### src/rtl/iomem_uart_if.sv
// PicoRV32 iomem slave bus bundle: the CPU side drives the request,
// the peripheral answers with a one-cycle ready pulse and read data.
interface iomem_uart_if;
    logic        iomem_valid;
    logic        iomem_ready;
    logic [3:0]  iomem_wstrb;
    logic [31:0] iomem_addr;
    logic [31:0] iomem_wdata;
    logic [31:0] iomem_rdata;

    modport master (
        output iomem_valid, iomem_wstrb, iomem_addr, iomem_wdata,
        input  iomem_ready, iomem_rdata
    );
    modport slave (
        input  iomem_valid, iomem_wstrb, iomem_addr, iomem_wdata,
        output iomem_ready, iomem_rdata
    );
endinterface

### src/rtl/iomem_uart.sv
// Memory-mapped UART for the PicoRV32 iomem bus: TX/RX FIFOs, programmable
// divisor, sticky error flags and a registered level interrupt.
module iomem_uart_fifo #(
    parameter int W     = 8,
    parameter int DEPTH = 16
) (
    input  logic                     clk,
    input  logic                     rst,
    input  logic                     push,
    input  logic [W-1:0]             din,
    input  logic                     pop,
    output logic [W-1:0]             dout,
    output logic                     full,
    output logic                     empty,
    output logic                     drop,
    output logic [$clog2(DEPTH):0]   level
);
    localparam int AW = $clog2(DEPTH);

    logic [W-1:0]  mem [DEPTH];
    logic [AW-1:0] wp, rp;
    logic          do_push, do_pop;

    assign empty   = (level == '0);
    assign full    = (level == (AW+1)'(DEPTH));
    // A pop on a full FIFO frees the slot for a same-cycle push; a pop on
    // an empty FIFO is ignored so the push still lands.
    assign do_pop  = pop & !empty;
    assign do_push = push & (!full | do_pop);
    assign drop    = push & !do_push;
    assign dout    = mem[rp];

    always_ff @(posedge clk or posedge rst) begin
        if (rst) begin
            wp    <= '0;
            rp    <= '0;
            level <= '0;
        end else begin
            if (do_push) wp <= wp + 1'b1;
            if (do_pop)  rp <= rp + 1'b1;
            if (do_push && !do_pop)      level <= level + 1'b1;
            else if (!do_push && do_pop) level <= level - 1'b1;
        end
    end

    always_ff @(posedge clk) begin
        if (do_push) mem[wp] <= din;
    end
endmodule

module iomem_uart #(
    parameter int          DATA_BITS  = 8,
    parameter int          FIFO_DEPTH = 16,
    parameter logic [31:0] BASE_ADDR  = 32'h0200_0000,
    parameter int          DIV_RESET  = 868
) (
    input  logic            clk,
    input  logic            rst,
    iomem_uart_if.slave     bus,
    input  logic            uart_rxd,
    output logic            uart_txd,
    output logic            irq
);
    localparam int LW = $clog2(FIFO_DEPTH) + 1;

    typedef enum logic [1:0] {S_IDLE, S_START, S_DATA, S_STOP} state_t;

    logic                 sel, wr, rd, wr_st;
    logic [1:0]           off;
    logic [31:0]          rd_mux, status;
    logic [15:0]          div;
    logic                 en_rx, en_tx, tx_ovf, rx_ovr, frame_err;

    logic                 tx_push, tx_pop, tx_full, tx_empty, tx_drop;
    logic [DATA_BITS-1:0] tx_dout;
    logic [LW-1:0]        tx_level;
    logic                 rx_push, rx_pop, rx_full, rx_empty, rx_drop;
    logic [DATA_BITS-1:0] rx_dout;
    logic [LW-1:0]        rx_level;

    state_t               tx_state, rx_state;
    logic [15:0]          tx_cnt, rx_cnt;
    logic [3:0]           tx_bit, rx_bit;
    logic [DATA_BITS-1:0] tx_sh, rx_sh;
    logic                 rx_meta, rxs, rxs_d, rx_at_stop, ferr_set;

    assign sel   = bus.iomem_valid & (bus.iomem_addr[31:4] == BASE_ADDR[31:4]) & !bus.iomem_ready;
    assign wr    = sel & (|bus.iomem_wstrb);
    assign rd    = sel & ~(|bus.iomem_wstrb);
    assign off   = bus.iomem_addr[3:2];
    assign wr_st = wr & (off == 2'd1);

    assign tx_push = wr & (off == 2'd0);
    assign rx_pop  = rd & (off == 2'd0);

    iomem_uart_fifo #(.W(DATA_BITS), .DEPTH(FIFO_DEPTH)) u_tx_fifo (
        .clk(clk), .rst(rst), .push(tx_push), .din(bus.iomem_wdata[DATA_BITS-1:0]),
        .pop(tx_pop), .dout(tx_dout), .full(tx_full), .empty(tx_empty),
        .drop(tx_drop), .level(tx_level)
    );

    iomem_uart_fifo #(.W(DATA_BITS), .DEPTH(FIFO_DEPTH)) u_rx_fifo (
        .clk(clk), .rst(rst), .push(rx_push), .din(rx_sh),
        .pop(rx_pop), .dout(rx_dout), .full(rx_full), .empty(rx_empty),
        .drop(rx_drop), .level(rx_level)
    );

    assign status = {16'd0, 8'(rx_level), (tx_state != S_IDLE), tx_ovf, frame_err, rx_ovr,
                     rx_empty, rx_full, tx_empty, tx_full};

    always_comb begin
        rd_mux = '0;
        case (off)
            2'd0:    rd_mux = rx_empty ? 32'd0 : 32'(rx_dout);
            2'd1:    rd_mux = status;
            2'd2:    rd_mux = {14'd0, en_tx, en_rx, div};
            default: rd_mux = '0;
        endcase
    end

    // Sticky flags: a same-cycle set beats a write-1-to-clear.
    always_ff @(posedge clk or posedge rst) begin
        if (rst) begin
            bus.iomem_ready <= 1'b0;
            bus.iomem_rdata <= '0;
            div             <= 16'(DIV_RESET);
            en_rx           <= 1'b0;
            en_tx           <= 1'b0;
            tx_ovf          <= 1'b0;
            rx_ovr          <= 1'b0;
            frame_err       <= 1'b0;
            irq             <= 1'b0;
        end else begin
            bus.iomem_ready <= sel;
            bus.iomem_rdata <= rd ? rd_mux : '0;
            if (wr && off == 2'd2) begin
                div   <= (bus.iomem_wdata[15:0] < 16'd4) ? 16'd4 : bus.iomem_wdata[15:0];
                en_rx <= bus.iomem_wdata[16];
                en_tx <= bus.iomem_wdata[17];
            end
            tx_ovf    <= tx_drop  | (tx_ovf    & !(wr_st & bus.iomem_wdata[6]));
            rx_ovr    <= rx_drop  | (rx_ovr    & !(wr_st & bus.iomem_wdata[4]));
            frame_err <= ferr_set | (frame_err & !(wr_st & bus.iomem_wdata[5]));
            irq       <= (en_rx & !rx_empty) | (en_tx & tx_empty) | rx_ovr | frame_err;
        end
    end

    // Pop at IDLE or at the end of STOP so back-to-back characters have no gap.
    assign tx_pop = !tx_empty & ((tx_state == S_IDLE) | ((tx_state == S_STOP) & (tx_cnt == 16'd0)));

    always_ff @(posedge clk or posedge rst) begin
        if (rst) begin
            tx_state <= S_IDLE;
            uart_txd <= 1'b1;
            tx_cnt   <= '0;
            tx_bit   <= '0;
            tx_sh    <= '0;
        end else begin
            case (tx_state)
                S_IDLE: if (tx_pop) begin
                    tx_state <= S_START;
                    tx_sh    <= tx_dout;
                    uart_txd <= 1'b0;
                    tx_cnt   <= div - 16'd1;
                end
                S_START: if (tx_cnt == 16'd0) begin
                    tx_state <= S_DATA;
                    uart_txd <= tx_sh[0];
                    tx_sh    <= {1'b0, tx_sh[DATA_BITS-1:1]};
                    tx_bit   <= '0;
                    tx_cnt   <= div - 16'd1;
                end else tx_cnt <= tx_cnt - 16'd1;
                S_DATA: if (tx_cnt == 16'd0) begin
                    tx_cnt <= div - 16'd1;
                    if (tx_bit == 4'(DATA_BITS-1)) begin
                        tx_state <= S_STOP;
                        uart_txd <= 1'b1;
                    end else begin
                        tx_bit   <= tx_bit + 4'd1;
                        uart_txd <= tx_sh[0];
                        tx_sh    <= {1'b0, tx_sh[DATA_BITS-1:1]};
                    end
                end else tx_cnt <= tx_cnt - 16'd1;
                S_STOP: if (tx_cnt == 16'd0) begin
                    if (tx_pop) begin
                        tx_state <= S_START;
                        tx_sh    <= tx_dout;
                        uart_txd <= 1'b0;
                        tx_cnt   <= div - 16'd1;
                    end else tx_state <= S_IDLE;
                end else tx_cnt <= tx_cnt - 16'd1;
                default: tx_state <= S_IDLE;
            endcase
        end
    end

    always_ff @(posedge clk or posedge rst) begin
        if (rst) begin
            rx_meta <= 1'b1;
            rxs     <= 1'b1;
            rxs_d   <= 1'b1;
        end else begin
            rx_meta <= uart_rxd;
            rxs     <= rx_meta;
            rxs_d   <= rxs;
        end
    end

    assign rx_at_stop = (rx_state == S_STOP) & (rx_cnt == 16'd0);
    assign rx_push    = rx_at_stop & rxs;
    assign ferr_set   = rx_at_stop & !rxs;

    always_ff @(posedge clk or posedge rst) begin
        if (rst) begin
            rx_state <= S_IDLE;
            rx_cnt   <= '0;
            rx_bit   <= '0;
            rx_sh    <= '0;
        end else begin
            case (rx_state)
                S_IDLE: if (rxs_d && !rxs) begin
                    rx_state <= S_START;
                    rx_cnt   <= {1'b0, div[15:1]} - 16'd1;
                end
                S_START: if (rx_cnt == 16'd0) begin
                    rx_state <= rxs ? S_IDLE : S_DATA;
                    rx_bit   <= '0;
                    rx_cnt   <= div - 16'd1;
                end else rx_cnt <= rx_cnt - 16'd1;
                S_DATA: if (rx_cnt == 16'd0) begin
                    rx_sh  <= {rxs, rx_sh[DATA_BITS-1:1]};
                    rx_cnt <= div - 16'd1;
                    if (rx_bit == 4'(DATA_BITS-1)) rx_state <= S_STOP;
                    else                           rx_bit   <= rx_bit + 4'd1;
                end else rx_cnt <= rx_cnt - 16'd1;
                S_STOP: if (rx_cnt == 16'd0) rx_state <= S_IDLE;
                        else                 rx_cnt   <= rx_cnt - 16'd1;
                default: rx_state <= S_IDLE;
            endcase
        end
    end

    logic unused_bits;
    assign unused_bits = ^{bus.iomem_addr[1:0], bus.iomem_wdata[31:18], tx_level};
endmodule

### src/flat_wrapper.sv
// flat-port wrapper written by rule: the top's interface ports become plain ports
module iomem_uart_flat 
#(
    parameter int          DATA_BITS  = 8,
    parameter int          FIFO_DEPTH = 16,
    parameter logic [31:0] BASE_ADDR  = 32'h0200_0000,
    parameter int          DIV_RESET  = 868
)
  (clk, rst, uart_rxd, uart_txd, irq, bus_iomem_valid, bus_iomem_wstrb, bus_iomem_addr, bus_iomem_wdata, bus_iomem_ready, bus_iomem_rdata);
  iomem_uart_if bus_i ();
  input  logic clk;
  input  logic rst;
  input  logic uart_rxd;
  output logic uart_txd;
  output logic irq;
  input wire logic [$bits(bus_i.iomem_valid)-1:0] bus_iomem_valid;
  input wire logic [$bits(bus_i.iomem_wstrb)-1:0] bus_iomem_wstrb;
  input wire logic [$bits(bus_i.iomem_addr)-1:0] bus_iomem_addr;
  input wire logic [$bits(bus_i.iomem_wdata)-1:0] bus_iomem_wdata;
  output wire logic [$bits(bus_i.iomem_ready)-1:0] bus_iomem_ready;
  output wire logic [$bits(bus_i.iomem_rdata)-1:0] bus_iomem_rdata;
  assign bus_i.iomem_valid = bus_iomem_valid;
  assign bus_i.iomem_wstrb = bus_iomem_wstrb;
  assign bus_i.iomem_addr = bus_iomem_addr;
  assign bus_i.iomem_wdata = bus_iomem_wdata;
  assign bus_iomem_ready = bus_i.iomem_ready;
  assign bus_iomem_rdata = bus_i.iomem_rdata;
  iomem_uart #(.DATA_BITS(DATA_BITS), .FIFO_DEPTH(FIFO_DEPTH), .BASE_ADDR(BASE_ADDR), .DIV_RESET(DIV_RESET)) u_core (.clk(clk), .rst(rst), .bus(bus_i), .uart_rxd(uart_rxd), .uart_txd(uart_txd), .irq(irq));
endmodule
### config.mk
export PLATFORM = sky130hd
export DESIGN_NAME = iomem_uart_flat
export DESIGN_NICKNAME = d
export VERILOG_FILES = /design/src/rtl/iomem_uart_if.sv /design/src/rtl/iomem_uart.sv /design/src/flat_wrapper.sv
export SDC_FILE = /design/constraint.sdc
export NUM_CORES = 1
export LEC_CHECK = 0
export BUFFER_PORTS_ARGS = -buffer_cell sky130_fd_sc_hd__buf_2
export CELL_PAD_IN_SITES_DETAIL_PLACEMENT = 0
export CELL_PAD_IN_SITES_GLOBAL_PLACEMENT = 2
export CORE_ASPECT_RATIO = 1.75
export CORE_UTILIZATION = 40
export DETAILED_ROUTE_END_ITERATION = 7
export PLACE_DENSITY = 0.82
export SYNTH_ARGS = -nofsm -noshare
export SYNTH_HDL_FRONTEND = slang
export SYNTH_HIERARCHICAL = 1
export SYNTH_SLANG_ARGS = --single-unit
### constraint.sdc
create_clock -name clk -period 7.95 [get_ports clk]
set_input_delay 0.3975 -clock clk [delete_from_list [all_inputs] [get_ports clk]]
set_output_delay 0.3975 -clock clk [all_outputs]
set_load 0.005 [all_outputs]
* Word-level counts from Yosys, hierarchy flattened
Memory sizes are Yosys's and may differ from the RTL's.
Cells that the tools add are included.
** Word-level totals
- Register bits after elaboration :: 145
- Memory bits (writable) :: 256
- Memories kept :: 2
** Operators by class
- Equal/unequal tests :: 26
- Magnitude comparators :: 1
- Bitwise operators :: 36
- Reduce and logical (&&, ||, !) cells :: 42
- Muxes and demuxes :: 54
- Add/subtract/negate cells :: 14
** Memories
- u_core.u_rx_fifo.mem :: words 16, bits a word 8, rd ports 1, clocked after memory_dff 0, wr ports 1, line iomem_uart.sv:20 : logic [W-1:0] mem [DEPTH];
- u_core.u_tx_fifo.mem :: words 16, bits a word 8, rd ports 1, clocked after memory_dff 0, wr ports 1, line iomem_uart.sv:20
** Operators with widths (number)
- $mux 16 :: 7
- $pmux 16 s3 :: 2
- $pmux 32 s3 :: 1
- $mux 8 :: 6
- $sub 16x1->16 const B :: 3
- $logic_not 16->1 :: 2
- $mux 32 :: 1
- $pmux 8 s4 :: 1
- $eq 28x22->1 const B :: 1
- $and 1x1->1 :: 26
- $add 4x1->4 const B :: 6
- $mux 4 :: 6
- $mux 2 :: 11
- $mux 5 :: 4
- $lt 16x3->1 const B :: 1
- $pmux 2 s4 :: 2
- $pmux 4 s2 :: 2
- $sub 15x1->16 const B :: 1
- $ne 2x1->1 const B :: 7
- $logic_not 1->1 :: 13
- $ne 2x2->1 const B :: 6
- $reduce_and 4->1 :: 3
- $add 5x1->5 const B :: 2
- $eq 2x2->1 const B :: 5
- 17 further kinds :: 54

* Logic depth before layout (Yosys ltp)
Gate-level depths: netlist of the first run.
- Depth after elaboration :: 12
- Depth in mapped cells :: 19
- Depth with buffers taken out :: 16

* By module
The synthesis of the first run kept the hierarchy.
** Modules (own cells, without submodules)
- iomem_uart :: instances 1, cells an instance 745, area an instance 6697.7 um^2
- iomem_uart_fifo at u_core.u_rx_fifo :: instances 1, cells an instance 321, area an instance 5749.3 um^2
- iomem_uart_fifo at u_core.u_tx_fifo :: instances 1, cells an instance 327, area an instance 5733.0 um^2

* Worst setup path after synthesis of the first run
No wires, ideal clock.
- Kind :: reg-to-reg
- Start point :: register u_core.tx_cnt[5]
- End point :: register u_core.u_tx_fifo.level[4]
- Arrival time :: 3624 ps
- Setup time :: 80 ps
- Path buffers :: 2
- Period minus slack after synthesis :: 3704 ps
- Setup slack :: 4246 ps
- Required time :: 7870 ps
- Stages on the path, launching flop included :: 17
- Path through :: dfrtp_1 > or4_4 > nor3_4 > a31oi_1 > or2_1 > buf_6 > inv_12 > buf_12 > a21boi_0 > inv_1 > ha_1 > inv_1 > ha_1 > a21o_1 > a21oi_1 > mux2i_1 > xnor2_1
** Between the ends
- Cells in the longest elaborated chain, start to end :: 10
- Elaborated cells between the ends (all ways) :: 13
- Those cells by class :: mux: 1; bitwise: 6; reduce/logical: 6
** RTL lines
- start: declaration :: line iomem_uart.sv:82 : logic [15:0] tx_cnt, rx_cnt;
- start signal: assignment :: line iomem_uart.sv:164 : tx_cnt <= div - 16'd1;
- start signal: assignment :: line iomem_uart.sv:171 : tx_cnt <= div - 16'd1;
- start signal: assignment :: line iomem_uart.sv:172 : end else tx_cnt <= tx_cnt - 16'd1;
- $logic_not 16->1 * :: line iomem_uart.sv:149 : assign tx_pop = !tx_empty & ((tx_state == S_IDLE) | ((tx_state == S_STOP) & (tx_cnt == 16'd0)));
- $and 1x1->1 * :: line iomem_uart.sv:149
- $or 1x1->1 * :: line iomem_uart.sv:149
- $and 1x1->1 * :: line iomem_uart.sv:149
- named net u_core.tx_pop :: line iomem_uart.sv:74 : logic tx_push, tx_pop, tx_full, tx_empty, tx_drop;
- $and 1x1->1 * :: line iomem_uart.sv:28 : assign do_pop = pop & !empty;
- $or 1x1->1 :: line iomem_uart.sv:29 : assign do_push = push & (!full | do_pop);
- $and 1x1->1 :: line iomem_uart.sv:29
- $logic_not 1->1 :: line iomem_uart.sv:42 : else if (!do_push && do_pop) level <= level - 1'b1;
- $logic_and 1x1->1 :: line iomem_uart.sv:42
- $reduce_bool 2->1 (no line)
- end signal: assignment :: line iomem_uart.sv:41 : if (do_push && !do_pop) level <= level + 1'b1;
- end signal: assignment :: line iomem_uart.sv:42
- end: declaration :: line iomem_uart.sv:16 : output logic [$clog2(DEPTH):0] level
Mark *: on every way through the listed nets, which the timed path passes. The rest lies on a longest branch.
A chain may end at the register's enable or synchronous reset.

* Worst setup path after layout of the first run
- Start point :: register u_core.tx_cnt[5]
- End point :: register u_core.u_tx_fifo.level[4]
** Between the ends
- Cells in the longest elaborated chain, start to end :: 10
- Elaborated cells between the ends (all ways) :: 13
- Those cells by class :: mux: 1; bitwise: 6; reduce/logical: 6
** RTL lines (line)
- $logic_not 16->1 * :: iomem_uart.sv:149
- $and 1x1->1 * :: iomem_uart.sv:149
- $or 1x1->1 * :: iomem_uart.sv:149
- $and 1x1->1 * :: iomem_uart.sv:149
- $and 1x1->1 * :: iomem_uart.sv:28
- $or 1x1->1 :: iomem_uart.sv:29
- $and 1x1->1 :: iomem_uart.sv:29
- $logic_not 1->1 :: iomem_uart.sv:42
- $logic_and 1x1->1 :: iomem_uart.sv:42
- $reduce_bool 2->1 (no line)
Mark *: on every way between the ends. The rest lies on a longest branch, timed or not.

==> flow_metrics.py, run 1 <==
metrics = {
    "placed_design": {
        "port_buffers": 76,
        "placed_cell_area_mm2": 0.01898,
        "gp_congestion": 0.8627,
        "hpwlAfterDp_um": 32490,
        "dp.cells": 1980,
    },
    "global_routing": {
        "overflow": 0,
        "antenna_found_initial": 4,
        "grt_usage_pct": 20.39,
        "grt_pass1_wl_um": 71210,
        "first_global_vias": 11892,
        "grt_max_degree": 57,
    },
    "synthesis": {
        "synth.avg_cell_area_um2": 13.05,
        "syn-instance-count": 1393,
        "ys.flop_type": "edfxtp_1",
        "yosys_warnings": 6,
        "synth-seq-area-share_pct": 60.38,
        "ys_async_sr_fraction_pct": 33.85,
        "synth_area_mm2": 0.01818,
        "synth_seq_cells": 387,
        "ys_types": 77,
        "synth-edff-count": 256,
    },
    "sta": {
        "grt_setup_unrepaired": "false",
        "fmax_ghz": 0.2244,
        "drv_slew": 0,
        "relSlewSlack_pct": 12.74,
        "final.setup.tns_ps": 0,
        "hold_violations": 0,
        "setup_violations": 0,
        "clock-skew-final_ps": 22.13,
        "period_share_pct": 56.07,
        "tightest_slew_ps": 1299,
        "finalCriticalPeriod_ps": 4457,
    },
    "pwr": {
        "power_uw": 4800,
        "p_per_area_mw_per_mm2": 237.0,
        "peakVddDrop_mv": 0.1720,
        "leakage_uw": 0.007492,
    },
    "setup_path": {
        "r2r_start": "u_core/tx_cnt[5]",
        "cp_num_buf_inv": 3,
        "r2r_slack_ps": 3490,
        "path_max_fanout": 20,
        "startpoint_type": "register",
        "ff2ff_path_depth": 14,
        "critPathCaptureType": "register",
        "critPathSlowestCell": "or4_4",
        "r2r-end": "u_core/u_tx_fifo/level[4]",
        "critical_path_class": "register to register",
        "critPathTopFamily": "simple AND/OR/NAND/NOR gates",
        "cpPeakStageDelay_ps": 600,
        "worstPathArrival_ps": 4930,
        "cp.required_ps": 8420,
        "crit_chain": "or4_4 -> nor3_4 -> a31oi_1 -> or2_1 -> inv_12 -> a21boi_0 -> inv_1 -> ha_1 -> inv_1 -> ha_1 -> a21o_1 -> a21oi_1 -> mux2i_1 -> xnor2_1",
    },
    "finish": {
        "syn2layout_area_growth_pct": 11.40,
        "drive_gt1_share_pct": 16.02,
        "fill_cells": 4019,
        "final_cell_area_mm2": 0.02025,
        "n_antenna_cell": 0,
        "layout.cells.non_filler": 2050,
        "layout.nets": 1554,
    },
    "clocking": {
        "numCtsBuffers": 37,
        "cts-root-buf": "clkbuf_16",
        "htree_levels": 2,
        "cts_buffer_depth": 3,
        "clock_latency_ps": 560,
        "cts_tree": "yes",
        "clkSinkCount": 387,
        "clk_pin_slew_ps": 70,
        "cts_resized": 0,
    },
    "route": {
        "drtIter0Drc": 747,
        "final_antenna_net_count": 0,
        "wirelength_um": 45940,
        "drc": 0,
        "route.vias.total": 11489,
        "dr.pass1.iters": 7,
        "avgRoutedWirePerCell_um": 22.41,
        "viasPerCell": 5.604,
    },
    "outcome": {
        "status": "finished, final reports clean",
    },
    "die": {
        "die_w_um": 163.2,
        "die_h_um": 284.0,
        "die_area_mm2": 0.04634,
        "rows": 103,
        "pin_count": 107,
        "initial_core_util_pct": 40.42,
        "core_area_mm2": 0.04498,
    },
    "run": {
        "max_cap_viol_count": 0,
    },
    "hold_path": {
        "min_path_type": "primary input to register",
        "whs_path_depth": 2,
        "hold_end": "u_core/div[14]",
        "worstHoldStart": "bus_iomem_wdata[14]",
    },
}
## stage by stage
stage	hold WS, ps	setup slack (ps)	utilization (%)
2_1_floorplan	274.5	4246	-
4_1_cts	82.67	3510	45.03
6_report	102.6	3493	45.03
3_3_place_gp	347.0	3529	42.20
3_5_place_dp	347.6	3542	42.20
5_1_grt	97.44	3177	45.03
## where the power goes
part           leakage [uW]  internal [uW]  total [uW]  switching (uW)
Combinational       0.00287            261         685             424
Clock              0.000605           1040        1830             784
Sequential          0.00401           2210        2290            79.7
Total               0.00749           3510        4800            1290
## routing by layer
metal	track usage, %	part of all wire [%]	vias up
li1	-	-	5335
met1	22.38	37	5783
met2	38.50	55	260
met3	2.558	3.6	103
met4	8.598	3.9	8
met5	0	0.10	-
## logic make-up after synthesis
family,Yosys count,share of synthesized area [%]
xor+xnor,65,3.131
simple gates,359,10.12
compound gates,261,9.924
other cells,1,0.02063
flops,387,60.38
fa+ha+maj,38,2.698
buf+inv,141,3.593
mux,141,10.14
## cells in the mapped netlist (all sizes together) (28+ instances only)
library cell / instances / area, um2
edfxtp: 256 / 7687
dfrtp: 122 / 3053
nor2: 99 / 371.6
nand2: 91 / 349.1
mux2i: 84 / 840.8
o21ai: 62 / 310.3
clkbuf: 49 / 183.9
inv: 48 / 192.7
a21oi: 44 / 220.2
buf: 44 / 276.5
xnor2: 37 / 324.1
a221oi: 36 / 315.3
ha: 36 / 450.4
a22oi: 32 / 240.2
mux4: 32 / 720.7
nor3: 28 / 167.7
xor2: 28 / 245.2
## worst max path at each step
stage,from,end,slack [ps],cells past startpoint
after CTS,u_core/tx_cnt[5],u_core/u_tx_fifo/level[4],3510,14
after floorplan,u_core/tx_cnt[5],u_core/u_tx_fifo/level[4],4250,16
final,u_core/tx_cnt[5],u_core/u_tx_fifo/level[4],3490,14
after detailed placement,u_core/tx_cnt[10],u_core/u_tx_fifo/level[4],3540,14
after global routing,u_core/tx_cnt[0],u_core/u_tx_fifo/level[4],3180,16
after global placement,u_core/tx_cnt[10],u_core/u_tx_fifo/level[4],3530,14
## repair_timing
item                                    in CTS  in global routing
endpoints found under the setup margin       0                  0
hold buffers                                 2                  0
setup buffers                                0                  0
hold endpoints to repair                    27                  0
## worst reg2reg max path, stage by stage (launching register included)
cell	delay, ps
dfrtp_1	420
or4_4	600
nor3_4	320
a31oi_1	190
or2_1	510
inv_12	240
a21boi_0	510
inv_1	180
ha_1	240
inv_1	160
ha_1	300
a21o_1	170
a21oi_1	190
mux2i_1	240
xnor2_1	130
## layout by cell type, fill, tap and decap left out, types with 22 or more instances in the layout
| cell type | n |
|---|---|
| edfxtp_1 | 256 |
| dfrtp_1 | 120 |
| nor2_1 | 99 |
| nand2_1 | 90 |
| mux2i_1 | 84 |
| buf_2 | 76 |
| o21ai_0 | 62 |
| inv_1 | 45 |
| a21oi_1 | 44 |
| clkbuf_16 | 38 |
| xnor2_1 | 37 |
| a221oi_1 | 36 |
| ha_1 | 36 |
| a22oi_1 | 32 |
| mux4_2 | 32 |
| xor2_1 | 28 |
| nor4_1 | 26 |
| nor3_1 | 25 |
| mux2_2 | 25 |
| nand3_1 | 22 |
| and2_1 | 22 |
## registers in the layout (all words and copies together), names as in the netlist, 2 cells and up, named ones only
name	cells
u_core/u_tx_fifo/wp	4
u_core/u_rx_fifo/wp	4
u_core/rx_sh	8
u_core/rx_bit	4
u_core/tx_bit	4
u_core/rx_cnt	16
u_core/u_tx_fifo/rp	4
u_core/u_tx_fifo/mem	128
u_core/div	16
u_core/tx_state	2
u_core/tx_cnt	16
u_core/u_tx_fifo/level	5
u_core/u_rx_fifo/mem	128
u_core/u_rx_fifo/level	5
u_core/u_rx_fifo/rp	4
u_core/tx_sh	8
u_core/bus.iomem_rdata	18
## final cells by class
cell class                 count  area (um2)  area share (%)
sequential                   387       10980           54.21
tap                          577       721.9           3.565
timing repair buffer          92       505.5           2.496
clock inverter                19       239.0           1.180
multi-input combinational    878        6599           32.58
clock buffer                  49        1012           4.998
inverter                      48       195.2          0.9638
(Power assumes the default switching activity.)
==> inputs of run 2 (changes only) <==
- clock period: 7.95 -> 4.3 ns (I/O delays scaled with it)
==> flow_metrics.py, run 2 (synthesized netlist as in run 1, its figures left out) <==
metrics = {
    "outcome": {
        "status": "finished, final reports clean",
    },
    "route": {
        "dr.pass1.iters": 5,
        "avgRoutedWirePerCell_um": 22.04,
        "route.vias.total": 11691,
        "wirelength_um": 45940,
        "final_antenna_net_count": 0,
        "drc": 0,
        "drtIter0Drc": 765,
        "viasPerCell": 5.610,
    },
    "clocking": {
        "numCtsBuffers": 37,
        "clk_pin_slew_ps": 70,
        "clkSinkCount": 387,
        "cts_tree": "yes",
        "cts-root-buf": "clkbuf_16",
        "cts_buffer_depth": 3,
        "clock_latency_ps": 560,
        "htree_levels": 2,
    },
    "global_routing": {
        "busiest_layer": "met2",
        "use_met2_pct": 38.01,
        "grt_usage_pct": 20.25,
        "overflow": 0,
        "grt_max_degree": 68,
        "grtUsageMet3_pct": 2.251,
        "first_global_vias": 11934,
        "antenna_found_initial": 2,
        "grtUsageMet1_pct": 22.02,
        "grt_pass1_wl_um": 70680,
    },
    "placed_design": {
        "port_buffers": 76,
        "hpwlAfterDp_um": 33060,
        "gp_congestion": 0.8243,
        "dp.cells": 2000,
    },
    "pwr": {
        "leakage_uw": 0.007671,
        "p_per_area_mw_per_mm2": 428.5,
        "peakVddDrop_mv": 0.3104,
    },
    "setup_path": {
        "worstPathArrival_ps": 4490,
        "path_max_fanout": 5,
        "cp.required_ps": 4770,
        "r2r_slack_ps": 480,
        "critPathCaptureType": "register",
        "startpoint_type": "primary input",
        "critical_path_class": "primary input to register",
    },
    "sta": {
        "hold_violations": 0,
        "setup_violations": 0,
        "fmax_ghz": 0.2488,
        "grt_setup_unrepaired": "false",
        "finalCriticalPeriod_ps": 4019,
        "drv_slew": 0,
        "relSlewSlack_pct": 28.39,
        "clock-skew-final_ps": 17.32,
        "period_share_pct": 93.47,
        "final.setup.tns_ps": 0,
        "tightest_slew_ps": 1074,
    },
    "die": {
        "initial_core_util_pct": 40.42,
        "core_area_mm2": 0.04498,
        "pin_count": 107,
        "die_area_mm2": 0.04634,
        "rows": 103,
        "die_w_um": 163.2,
        "die_h_um": 284.0,
    },
    "finish": {
        "layout.cells.most_common": "edfxtp_1",
        "drive_gt1_share_pct": 17.25,
        "fill_cells": 3991,
        "syn2layout_area_growth_pct": 13.05,
        "n_antenna_cell": 0,
        "reg_top3": "u_core/u_rx_fifo/mem x128, u_core/u_tx_fifo/mem x128, u_core/bus.iomem_rdata x18",
        "layout.nets": 1588,
        "layout.cells.non_filler": 2084,
        "final_cell_mix": "edfxtp_1 (256), dfrtp_1 (120), nor2_1 (99), nand2_1 (90), mux2i_1 (84)",
    },
    "hold_path": {
        "min_path_type": "primary input to register",
    },
    "run": {
        "max_cap_viol_count": 0,
    },
}
run 2: changes by cell type in the layout (fill, tap and decap cells not counted), sizes merged:
cell and delta:
clkbuf -6, buf +20, bufinv -2, inv +2
clkinv +9, clkinvlp -3, dlygate4sd3 +14
run 2: routing by layer:
layer | up-vias | share of wire, %
li1 | 5401 | -
met1 | 5935 | 37
met2 | 259 | 55
met3 | 92 | 3.2
met4 | 4 | 4.8
met5 | - | 0.048
run 2: what timing repair did:
action	in CTS	in global routing
endpoints found under the setup margin	0	2
hold buffers	16	0
hold endpoints to repair	99	0
setup buffers	0	0
gates resized for setup	0	2
run 2: layout make-up:
type | instances | area (um2) | share of cell area, %
clock inverter | 25 | 257.7 | 1.254
tap | 577 | 721.9 | 3.513
multi-input combinational | 878 | 6610 | 32.16
timing repair buffer | 126 | 808.3 | 3.933
clock buffer | 43 | 979.7 | 4.767
inverter | 48 | 195.2 | 0.9497
sequential | 387 | 10980 | 53.42
run 2: path summary, 6_finish.rpt:
check,endpoint,from,cells after the start
worst max-delay path,u_core/u_rx_fifo/level[4],bus_iomem_addr[10],18
worst min-delay path,u_core/div[2],bus_iomem_wdata[2],3
worst max register to register,u_core/u_rx_fifo/level[4],u_core/rx_cnt[0],15
worst min register to register,u_core/rxs,u_core/rx_meta,0
max in group asynchronous,u_core/rxs,rst,4
min in group asynchronous,u_core/u_tx_fifo/rp[2],rst,3
run 2: per-stage QoR:
step	util [%]	setup slack (ps)	hold WS [ps]	total power (uW)	area (um2)
6_report	45.70	280.6	48.82	8806	20550
4_1_cts	45.67	104.1	10.88	8904	20540
3_3_place_gp	42.56	535.8	320.5	5555	19140
5_1_grt	45.70	17.82	44.95	9202	20550
3_5_place_dp	42.56	494.4	317.7	5572	19140
2_1_floorplan	-	596.2	91.96	5198	18230
run 2: where the power goes:
group / internal [uW] / leakage, uW / switching [uW]
combinational: 494 / 0.00304 / 794
clock: 1810 / 0.000614 / 1480
sequential: 4080 / 0.00401 / 144
total: 6380 / 0.00767 / 2420
run 2: critical path, cell delays in order:
cell and delay, ps:
dlygate4sd3_1 530, buf_2 120, nor2_1 80, dlygate4sd3_1 560, nand4_1 90, dlygate4sd3_1 580
nor2_1 160, nand2_1 170, nor3_4 260, o21a_1 240, inv_1 110, ha_1 200
inv_1 160, ha_1 300, a21o_1 170, a21oi_1 160, mux2i_1 240, xnor2_1 140
==> inputs of run 3 (changes only) <==
- ABC_AREA: not set -> 1
- CORE_UTILIZATION: 40 -> 39
- PLACE_DENSITY: 0.82 -> 0.88
==> flow_metrics.py, run 3 <==
metrics = {
    "setup_path": {
        "crit_path_end": "u_core/u_tx_fifo/level[4]",
        "r2r_start": "u_core/tx_cnt[0]",
        "path_max_fanout": 21,
        "cp.required_ps": 4740,
        "crit_start": "u_core/tx_cnt[0]",
        "cp_common_cell": "nand2_1",
        "r2r_slack_ps": 1100,
        "critical_path_class": "register to register",
        "r2r-end": "u_core/u_tx_fifo/level[4]",
        "worstPathArrival_ps": 3640,
        "critPathCaptureType": "register",
        "crit_chain": "inv_1 -> ha_1 -> nand3_2 -> nor2_2 -> nand3_2 -> a21oi_4 -> inv_1 -> nand4_2 -> nand2_1 -> buf_4 -> inv_2 -> ha_1 -> inv_1 -> fa_1 -> nand2_1 -> nand3_1 -> nand3_1 -> nand2_1 -> nand2_1 -> nand2_1",
        "critPathSlowestCell": "fa_1",
        "cpPeakStageDelay_ps": 410,
        "startpoint_type": "register",
        "ff2ff_path_depth": 20,
    },
    "die": {
        "die_h_um": 301.1,
        "die_w_um": 172.9,
        "die_area_mm2": 0.05206,
        "initial_core_util_pct": 39.51,
        "pin_count": 107,
        "core_area_mm2": 0.05046,
        "rows": 109,
    },
    "synthesis": {
        "ys_async_sr_fraction_pct": 33.85,
        "synth_largest_area_cell": "edfxtp_1",
        "synthTopCellsByCount": "nand2_1 (775), edfxtp_1 (256), inv_1 (240)",
        "syn-instance-count": 2251,
        "ys.flop_type": "edfxtp_1",
        "synth_area_mm2": 0.01994,
        "post-synth-top-area-fraction_pct": 38.56,
        "yosys-top-cells-area": "edfxtp_1 (39%), dfrtp_1 (15%), nand2_1 (15%)",
        "synth-edff-count": 256,
        "synth.avg_cell_area_um2": 8.857,
        "synth.most_common_cell": "nand2_1",
        "synth-seq-area-share_pct": 55.06,
        "synth_seq_cells": 387,
        "ys_types": 58,
        "yosys_warnings": 6,
    },
    "sta": {
        "clock-skew-final_ps": 19.90,
        "hold_violations": 0,
        "finalCriticalPeriod_ps": 3198,
        "period_share_pct": 74.38,
        "tightest_slew_ps": 930.7,
        "grt_setup_unrepaired": "false",
        "final.setup.worst_slack_ps": 1102,
        "final.setup.tns_ps": 0,
        "drv_slew": 0,
        "relSlewSlack_pct": 37.86,
        "setup_violations": 0,
        "fmax_ghz": 0.3127,
    },
    "finish": {
        "n_antenna_cell": 0,
        "syn2layout_area_growth_pct": 12.12,
        "final_cell_area_mm2": 0.02235,
        "final_cell_mix": "nand2_1 (775), edfxtp_1 (256), inv_1 (239), nor2_1 (205), nand3_1 (154)",
        "fin_util_pct": 44.30,
        "layout.nets": 2461,
        "drive_gt1_share_pct": 13.61,
        "layout.cells.most_common": "nand2_1",
        "reg_top3": "u_core/u_rx_fifo/mem x128, u_core/u_tx_fifo/mem x128, u_core/bus.iomem_rdata x18",
    },
    "placed_design": {
        "hpwlAfterDp_um": 37740,
        "dp_slack_ps": 1061,
        "placed_cell_area_mm2": 0.02097,
        "port_buffers": 76,
        "gp_congestion": 0.8588,
    },
    "hold_path": {
        "min_path_type": "primary input to register",
    },
    "clocking": {
        "cts_tree": "yes",
        "clk_pin_slew_ps": 70,
        "cts_resized": 0,
        "htree_levels": 2,
        "clock_latency_ps": 560,
        "cts_setup_buffers": 0,
        "numCtsBuffers": 37,
        "cts-root-buf": "clkbuf_16",
        "clkSinkCount": 387,
        "cts_buffer_depth": 3,
    },
    "route": {
        "drc": 0,
        "route.vias.total": 14834,
        "final_antenna_net_count": 0,
        "drtIter0Drc": 847,
        "avgRoutedWirePerCell_um": 17.30,
        "viasPerCell": 4.870,
        "dr.pass1.iters": 5,
        "wirelength_um": 52710,
    },
    "pwr": {
        "p_per_area_mw_per_mm2": 384.4,
        "leakage_uw": 0.01006,
        "power_uw": 8593,
        "peakVddDrop_mv": 0.3574,
    },
    "global_routing": {
        "grt_usage_pct": 20.65,
        "grt_max_degree": 83,
        "antenna_found_initial": 0,
        "grt_pass1_wl_um": 83120,
        "first_global_vias": 14903,
        "overflow": 0,
    },
    "run": {
        "max_cap_viol_count": 0,
    },
    "outcome": {
        "status": "finished, final reports clean",
    },
}
==> run 3: final cells by class <==
class / count / area [um2]
clock buffers: 43 / 958.4
multi-input cells: 1529 / 7440
clock inverters: 25 / 307.8
flip-flops and latches: 387 / 10980
well taps: 666 / 833.3
repair buffers: 131 / 823.3
fillers: 4984 / 28110
inverters: 265 / 1012
==> run 3: worst max-delay path, delay by kind of cell (launching register included) <==
family / cells / cell delay [ps]
compound gates: 1 / 210
simple gates: 11 / 1210
buf+inv: 5 / 520
fa+ha+maj: 3 / 770
flops: 1 / 400
==> run 3: cell families (layout without fill, tap and decap cells) <==
| family | count (synthesis) | after routing | share of synthesized area, % |
|---|---|---|---|
| and+or+nand+nor | 1282 | 1282 | 27.81 |
| DFF | 387 | 387 | 55.06 |
| buffers and inverters | 348 | 464 | 7.870 |
| AOI/OAI and AO/OA | 149 | 149 | 4.757 |
| xor gates and xnor gates | 46 | 46 | 2.021 |
| adders and majority gates | 38 | 38 | 2.460 |
| other | 1 | 14 | 0.01881 |
==> run 3: where the power goes <==
group,total (uW),internal (uW),switching (uW)
sequential,4140,4050,90.0
clock,3430,1940,1490
combinational,1020,334,690
==> run 3: through the flow <==
| step | hold slack (ps) | std cells |
|---|---|---|
| 2_1_floorplan | 91.96 | 2264 |
| 4_1_cts | 2.872 | 3046 |
| 3_3_place_gp | 318.7 | 2966 |
| 5_1_grt | 23.15 | 3046 |
| 6_report | 20.13 | 3046 |
| 3_5_place_dp | 319.6 | 2966 |
==> run 3: worst min path at each step <==
stage,start,to,slack [ps],cells past startpoint
final,bus_iomem_addr[16],u_core/bus.iomem_ready,20,4
after global routing,bus_iomem_addr[11],u_core/bus.iomem_ready,20,4
after detailed placement,rst,u_core/bus.iomem_ready,320,2
after CTS,bus_iomem_addr[16],u_core/bus.iomem_ready,3,4
after floorplan,rst,u_core/u_rx_fifo/level[0],90,1
after global placement,rst,u_core/bus.iomem_ready,320,2
==> run 3: metal layers <==
metal | global-route usage [%] | vias to the layer above | routed length [um]
met1 | 22.67 | 7049 | 20350
met4 | 9.208 | 0 | 2299
li1 | - | 7403 | -
met5 | 0 | - | 0
met3 | 1.841 | 98 | 1529
met2 | 39.97 | 284 | 28530
==> run 3: timing repair <==
action                                  4_1_cts  5_1_grt
endpoints found under the hold margin        69        0
endpoints found under the setup margin        0        0
hold buffers                                 12        0
